`src/rtl/ln_pkg.sv`:
```
// Shared layer-norm constants: Q8.8 element format, vector length and derived widths.
// Also holds the lane-slice helper used wherever a flat vector is indexed by lane.
package ln_pkg;

    localparam int unsigned LN_DATA_W  = 16;
    localparam int unsigned LN_FRAC_W  = 8;
    localparam int unsigned LN_VEC_LEN = 16;
    localparam int unsigned LN_CNT_W   = $clog2(LN_VEC_LEN) + 1;
    localparam int unsigned LN_SUM_W   = LN_DATA_W + $clog2(LN_VEC_LEN);

    typedef logic [LN_DATA_W-1:0] ln_q88_t;

    function automatic int unsigned ln_lane_lsb(input int unsigned index,
                                                input int unsigned data_w);
        return index * data_w;
    endfunction

endpackage

```
`src/rtl/ln_lane_mask.sv`:
```
// Lane enable mask: lane i is enabled when i < i_count.
module ln_lane_mask
    import ln_pkg::*;
#(
    parameter int unsigned VEC_LEN = LN_VEC_LEN,
    parameter int unsigned CNT_W   = LN_CNT_W
) (
    input  logic [CNT_W-1:0]   i_count,
    output logic [VEC_LEN-1:0] o_en
);

    always_comb begin
        o_en = '0;
        for (int unsigned i = 0; i < VEC_LEN; i++) begin
            o_en[i] = (CNT_W'(i) < i_count);
        end
    end

endmodule

```
`src/rtl/ln_vec_packer.sv`:
```
// Serial-to-parallel packer for the LN engine: collects Q8.8 elements into a flat vector
// with lane count and running sum; one collect buffer plus one output register.
module ln_vec_packer
    import ln_pkg::*;
#(
    parameter int unsigned DATA_W  = LN_DATA_W,
    parameter int unsigned VEC_LEN = LN_VEC_LEN,
    parameter int unsigned CNT_W   = LN_CNT_W,
    parameter int unsigned SUM_W   = LN_SUM_W
) (
    input  logic                        clk,
    input  logic                        rst,
    input  logic                        s_valid,
    output logic                        s_ready,
    input  logic [DATA_W-1:0]           s_data,
    input  logic                        s_last,
    output logic                        m_valid,
    input  logic                        m_ready,
    output logic [DATA_W*VEC_LEN-1:0]   x_in_flat,
    output logic [CNT_W-1:0]            m_count,
    output logic [SUM_W-1:0]            m_sum
);

    localparam int unsigned IDX_W = $clog2(VEC_LEN);

    logic [IDX_W-1:0]          r_idx;
    logic                      r_col_full;
    logic [SUM_W-1:0]          r_col_sum;
    logic [CNT_W-1:0]          r_col_cnt;
    logic [DATA_W-1:0]         r_lanes [VEC_LEN];

    logic                      w_out_free;
    logic                      w_xfer;
    logic                      w_accept;
    logic                      w_close;
    logic [SUM_W-1:0]          w_sum_base;
    logic [VEC_LEN-1:0]        w_lane_en;
    logic [DATA_W*VEC_LEN-1:0] w_packed;

    assign w_out_free = !m_valid || m_ready;
    assign w_xfer     = r_col_full && w_out_free;
    assign s_ready    = !r_col_full || w_out_free;
    assign w_accept   = s_valid && s_ready;
    assign w_close    = w_accept && ((r_idx == IDX_W'(VEC_LEN - 1)) || s_last);

    // Accepting while full only happens on a transfer edge, so the sum restarts from this element.
    assign w_sum_base = r_col_full ? '0 : r_col_sum;

    ln_lane_mask #(
        .VEC_LEN (VEC_LEN),
        .CNT_W   (CNT_W)
    ) u_lane_mask (
        .i_count (r_col_cnt),
        .o_en    (w_lane_en)
    );

    always_comb begin
        w_packed = '0;
        for (int unsigned i = 0; i < VEC_LEN; i++) begin
            if (w_lane_en[i]) begin
                w_packed[ln_lane_lsb(i, DATA_W) +: DATA_W] = r_lanes[i];
            end
        end
    end

    // Stale lanes are never exposed: the mask zeroes everything at or above the count.
    always_ff @(posedge clk) begin
        if (w_accept) begin
            r_lanes[r_idx] <= s_data;
        end
    end

    always_ff @(posedge clk or negedge rst) begin
        if (!rst) begin
            r_idx      <= '0;
            r_col_full <= 1'b0;
            r_col_sum  <= '0;
            r_col_cnt  <= '0;
            m_valid    <= 1'b0;
            x_in_flat  <= '0;
            m_count    <= '0;
            m_sum      <= '0;
        end else begin
            if (w_accept) begin
                r_col_sum <= w_sum_base + SUM_W'(s_data);
                if (w_close) begin
                    r_col_full <= 1'b1;
                    r_col_cnt  <= CNT_W'(r_idx) + CNT_W'(1);
                    r_idx      <= '0;
                end else begin
                    r_idx <= r_idx + IDX_W'(1);
                end
            end

            if (w_xfer) begin
                x_in_flat <= w_packed;
                m_count   <= r_col_cnt;
                m_sum     <= r_col_sum;
                m_valid   <= 1'b1;
                if (!w_close) begin
                    r_col_full <= 1'b0;
                end
                if (!w_accept) begin
                    r_col_sum <= '0;
                end
            end else if (m_valid && m_ready) begin
                m_valid <= 1'b0;
            end
        end
    end

endmodule
```
`config.mk`:
```
export PLATFORM = sky130hd
export DESIGN_NAME = ln_vec_packer
export DESIGN_NICKNAME = d
export VERILOG_FILES = /design/src/rtl/ln_pkg.sv /design/src/rtl/ln_lane_mask.sv /design/src/rtl/ln_vec_packer.sv
export SDC_FILE = /design/constraint.sdc
export NUM_CORES = 1
export LEC_CHECK = 0
export ABC_CLOCK_PERIOD_IN_PS = 6300
export BUFFER_PORTS_ARGS = -buffer_cell sky130_fd_sc_hd__buf_2
export CORE_AREA = 2 2 220 222
export DETAILED_ROUTE_END_ITERATION = 8
export DIE_AREA = 0 0 222 224
export PLACE_DENSITY = 0.6
export SYNTH_ARGS = -nofsm -noshare
export SYNTH_HDL_FRONTEND = slang
export SYNTH_SLANG_ARGS = --single-unit
```
`constraint.sdc`:
```
create_clock -name clk -period 6.3 [get_ports clk]
set_clock_uncertainty 0.1 [all_clocks]
set_input_delay 0.63 -clock clk [delete_from_list [all_inputs] [get_ports clk]]
set_output_delay 0.63 -clock clk [all_outputs]
set_load 0.05 [all_outputs]
```
== Word level (Yosys, flattened, before mapping) ==
Memory sizes are Yosys's and may differ from the RTL's.
Index checks and enable logic that the tools add are counted.
Word-level totals
  bits in registers: 312
  bits in latches: 0
  memory bits (writable): 256
  memory bits (read-only): 0
  output and inout bits: 283
  memories: 1
Operators by class
  add/subtract/negate cells: 3
  multipliers: 0
  divide/modulo/power cells: 0
  order comparisons: 16
  equality and inequality tests: 1
  shift-type cells: 0
  mux-type cells: 29
  bitwise gates (word level): 0
  reductions and logical operators: 11
Memory list
  r_lanes: words 16, width 16, rd ports 16, clocked after Yosys merged registers in 0, wr ports 1, RTL line ln_vec_packer.sv:30  | logic [DATA_W-1:0] r_lanes [VEC_LEN];
Operator list (number)
  $mux W16: 16
  $mux W20: 4
  $lt A4 B5 Y1 const A: 8
  $add A20 B16 Y20: 1
  $lt A3 B5 Y1 const A: 4
  $lt A1 B5 Y1 const A: 2
  $lt A2 B5 Y1 const A: 2
  $mux W1: 8
  $add A4 B1 Y5 const B: 1
  $add A4 B1 Y4 const B: 1
  $eq A4 B4 Y1 const B: 1
  $logic_and A1 B1 Y1: 4
  $mux W4: 1
  $logic_or A1 B1 Y1: 3
  $logic_not A1 Y1: 2
  $reduce_and A2 Y1: 1
  $reduce_bool A2 Y1: 1

== Logic depth before layout (Yosys ltp) ==
  word-level depth: 9
  depth in mapped cells: 11
  mapped depth without buffers: 9

== Cells and area by module ==
A second synthesis with hierarchy kept.
Second synthesis, totals
  cell total of the unflattened synthesis: 1729
  area total of the unflattened synthesis: 21061.4 µm²
Modules (own cells, without submodules)
  ln_vec_packer: times used 1, cells each 1701, area each 20896.3 µm², seq. area each 15494.9 µm²
  ln_lane_mask: times used 1, cells each 28, area each 165.2 µm², seq. area each 0.0 µm²

== Worst setup path before layout ==
OpenSTA, ideal clock, no wires.
  path type: register to register
  start: register m_valid
  end: memory r_lanes[9][0] in the netlist's numbering (enable)
  arrival: 2827 ps
  data required time: 5787 ps
  path slack: 2960 ps
  stages on the path, launching flop included: 6
  path through: dfrtp_1 > nor2b_1 > nand2_1 > and2_1 > nand2_1 > nor3b_1
On the way
  longest elaborated chain between the ends: 6
RTL lines
  start: declaration: RTL line ln_vec_packer.sv:17  | output logic m_valid,
  start signal: assignment: RTL line ln_vec_packer.sv:79  | m_valid <= 1'b0;
  start signal: assignment: RTL line ln_vec_packer.sv:99  | m_valid <= 1'b1;
  start signal: assignment: RTL line ln_vec_packer.sv:107  | m_valid <= 1'b0;
  $logic_not A1 Y1: RTL line ln_vec_packer.sv:40  | assign w_out_free = !m_valid || m_ready;
  $logic_or A1 B1 Y1: RTL line ln_vec_packer.sv:40
  $logic_or A1 B1 Y1: RTL line ln_vec_packer.sv:42  | assign s_ready = !r_col_full || w_out_free;
  net s_ready: RTL line ln_vec_packer.sv:14  | output logic s_ready,
  $logic_and A1 B1 Y1: RTL line ln_vec_packer.sv:43  | assign w_accept = s_valid && s_ready;
  $mux W1: RTL line ln_vec_packer.sv:68  | if (w_accept) begin
  $mux W1 (not written as such): RTL line ln_vec_packer.sv:69  | r_lanes[r_idx] <= s_data;
  end: declaration: RTL line ln_vec_packer.sv:30
The timed path passes the listed nets, and every way through them passes these cells.

== Worst setup path after layout ==
  start: register r_col_full
  end: register x_in_flat[2]
On the way
  longest elaborated chain between the ends: 1
RTL lines
  start: declaration: RTL line ln_vec_packer.sv:27  | logic r_col_full;
  start signal: assignment: RTL line ln_vec_packer.sv:76  | r_col_full <= 1'b0;
  start signal: assignment: RTL line ln_vec_packer.sv:87  | r_col_full <= 1'b1;
  start signal: assignment: RTL line ln_vec_packer.sv:101  | r_col_full <= 1'b0;
  $logic_and A1 B1 Y1: RTL line ln_vec_packer.sv:41  | assign w_xfer = r_col_full && w_out_free;
  end signal: assignment: RTL line ln_vec_packer.sv:96  | x_in_flat <= w_packed;
  end: declaration: RTL line ln_vec_packer.sv:19  | output logic [DATA_W*VEC_LEN-1:0] x_in_flat,
No other way between the ends.
A chain may end at the register's enable or synchronous reset.

==> summary.md <==
| Metric | Value |
|---|---|
| Status | `finished, final reports clean` |
| Clock slew seen by the registers of the worst setup and hold paths | `roughly 0.060 ns` |
| Final estimated routing congestion in global placement | `just over 0.8` |
| Adder-cell share of the synthesized area | `approximately 1.3%` |
| Port bufs | `303` |
| Pin count of the biggest net entering global routing | `88` |
| Count of pins over their slew limit | `0` |
| Vias in the first global route | `11700` |
| Core Region | `47300 sq um` |
| Setup Fix Bufs, Post-CTS | `0` |
| Worst setup EP type | `register` |
| Mux contribution to synthesized area | `1.28%` |
| Syn_area_per_cell | `16.0 sq um` |
| Layout cell share with drive strength beyond 1 | `27.7%` |
| Syn Nets | `1306` |
| Slew headroom | `15.6%` |
| Post-synthesis compound-gate area fraction | `13.6%` |
| Crit Path Class | `reg2reg` |
| Arr. time, crit path | `3.72 ns` |
| First-pass GRT wire length | `77200 um` |
| Post-Syn Area | `between 20000 and 25000 sq um` |
| Final setup TNS | `0 ns` |
| DRT Wirelength | `52400 um` |
| Root buf cell | `clkbuf_16` |
| Post_cts resized | `0` |
| Yosys warning total | `0` |
| #FFs+latches synth | `between 500 and 600` |
| Die height | `224 um` |
| Final min period | `3.30 ns` |
| Worst min path class | `in2reg` |
| Most area-hungry cell type in the Yosys netlist | `dfrtp_1` |
| Hold Fails Final Rpt | `0` |
| DRC viols | `0` |
| FP Rows | `80` |
| Drt first pass iters | `5` |
| Achievable Freq | `around 300 MHz` |
| H-tree depth | `2` |
| Post-DP HPWL | `32000 um` |
| PwrDens | `approximately 450 nW/um^2` |
| Via density | `5.33` |
| DP Area | `22400 sq um` |
| Finished Cell Area | `between 20000 and 25000 sq um` |
| WL/cell | `23.4 um` |
| GRT Util Overall | `21.1%` |
| Skew-Pair Late Insertion Delay | `0.60 ns` |
| CP startpoint kind | `register` |
| Synth top area share | `approximately two fifths` |
| Iteration-0 DRC Markers | `1016` |
| Post-synthesis sequential area ratio | `between 70% and 80%` |
| Post-CTS Hold Buffers | `1` |
| Peak supply drop | `0.271 mV` |
| Ys async rst share | `54.9%` |
| Crit path max fanout | `78` |
| Slew @ Worst Pin | `1.27 ns` |
| Largest family of logic cells by synthesized area | `compound AO/OA/AOI/OAI gates` |
| Post-synthesis simple-gate area fraction | `under 10%` |
| CTS tree | `built` |
| Grt total ovfl | `0` |
| EDFF count, synth | `256` |
| RSZ-0062 raised after global routing | `false` |
| Final-report setup violation count | `0` |
| CP required | `roughly 6.7 ns` |
| Die area | `49700 sq um` |
| Period Utilization, post-route | `52.4%` |
| Xor and xnor fraction of the mapped netlist area | `0.476%` |
| Ranking of synthesized cells by area | `dfrtp_1 39%, edfxtp_1 38%, a22o_1 9.7%, nand2_1 1.9%, o21ai_0 1.5%` |
| Initial antenna violation count | `3` |
| Final layout net count | `1620` |
| Area Growth Syn to Fin | `19.7%` |
| Synth cell types | `54` |
| Syn Inst Count | `1264` |
| CTS max path bufs | `3` |
| TritonCTS Buffers | `56` |
| Top-count cell post-synth | `dfrtp_1` |
| Main flop type after synthesis | `dfrtp_1` |
| Synth top cells by count | `312 x dfrtp_1, 256 x edfxtp_1, 224 x a22o_1, 100 x nand2_1, 59 x o21ai_0` |
| Max-cap violations | `0` |
| Starting density of the core | `42.8%` |
| Top Ports | `304` |
| DIE WIDTH | `around 220 um` |
| Detail Route Antenna Nets | `0` |
| Routed via count | `12000` |
| Clock sink count | `568` |
| Lkg Pwr | `around 11 nW` |
per-stage QoR:
step / hold slack, ns / worst slack (ns) / std cells / power (mW) / utilization [%]
finish: 0.163 / 3.00 / 2243 / 11.0 / 51.2
global route: 0.138 / 2.62 / 2241 / 11.4 / 51.2
CTS: 0.125 / 2.94 / 2241 / 11.1 / 51.2
detailed placement: 0.348 / 2.95 / 2134 / 7.76 / 47.3
global placement: 0.344 / 3.04 / 2134 / 7.72 / 47.3
floorplan: 0.234 / 2.96 / 1264 / 6.89 / -
critical path, cell delays in order (launching register included):
cell and delay [ns]:
dfrtp_1 0.91, nand2_4 0.69, a21oi_1 1.21, a22o_1 0.26
area by class of cell:
type                    instances  area, sq um
inverters                       8         30.0
clock inverters                23          234
well taps                     615          769
flip-flops and latches        568        15500
multi-input cells             616         4410
fillers                      4029        23100
diodes                          2         5.00
repair buffers                328         1720
clock buffers                  83         1580
cells by family after synthesis:
kind of cell | after synthesis
flops | 568
compound gates | 351
simple gates | 210
buf+inv | 80
mux | 23
fa+ha+maj | 21
xor+xnor | 11
cell usage in the layout, fill, tap and decap left out, types with 3 or more instances in the layout:
cell / Yosys / layout
a21o_1: 7 / 7
xor2_1: 4 / 4
a21oi_1: 20 / 20
buf_2: 47 / 302
clkinv_2: 0 / 10
a22o_1: 224 / 224
a21oi_2: 5 / 5
nand2b_1: 5 / 5
o21ai_0: 59 / 59
nand4b_1: 3 / 3
buf_4: 2 / 24
nor2_1: 18 / 18
nor3_2: 3 / 4
clkbuf_8: 0 / 6
nor3_1: 6 / 5
and3_1: 10 / 10
mux2_2: 23 / 23
inv_1: 8 / 8
nand3_1: 26 / 26
nor2b_1: 21 / 21
and2_1: 9 / 9
o21a_1: 5 / 5
bufinv_16: 0 / 4
o211ai_1: 5 / 5
xnor2_1: 7 / 7
clkbuf_1: 21 / 20
nand2_1: 100 / 99
inv_6: 0 / 3
nor3b_2: 0 / 3
dfrtp_1: 312 / 312
clkbuf_16: 0 / 57
edfxtp_1: 256 / 256
clkinv_1: 0 / 3
ha_1: 20 / 20
o31ai_1: 6 / 6
power breakdown:
group | switching (mW) | internal, mW
logic | 2.18 | 0.752
clock network | 1.38 | 1.91
registers | 0.340 | 4.39
total | 3.90 | 7.05
path summary, 6_finish.rpt:
check	start	slack [ns]	end	depth (start not counted)
max	r_col_full	3.00	x_in_flat[2]	3
min	s_last	0.16	r_idx[2]	2
max reg2reg	r_col_full	3.00	x_in_flat[2]	3
min reg2reg	r_lanes[9][9]	0.35	x_in_flat[153]	1
max in group asynchronous	rst	4.20	m_sum[16]	3
min in group asynchronous	rst	0.52	x_in_flat[73]	2
registers in the layout, summed over array words and instances (netlist names):
register / count
m_sum: 20
r_col_cnt: 5
m_valid: 1
m_count: 5
r_idx: 4
r_lanes: 256
x_in_flat: 256
r_col_full: 1
r_col_sum: 20
metal layers:
metal | vias to the layer above | GRT usage, % | share of wire, %
li1 | 5439 | - | -
met1 | 6079 | 29.0 | 43
met2 | 353 | 34.2 | 48
met3 | 93 | 4.13 | 5.1
met4 | 2 | 6.65 | 3.0
met5 | - | 0 | 0.027
Note: power is estimated with default switching activity, not from simulation.
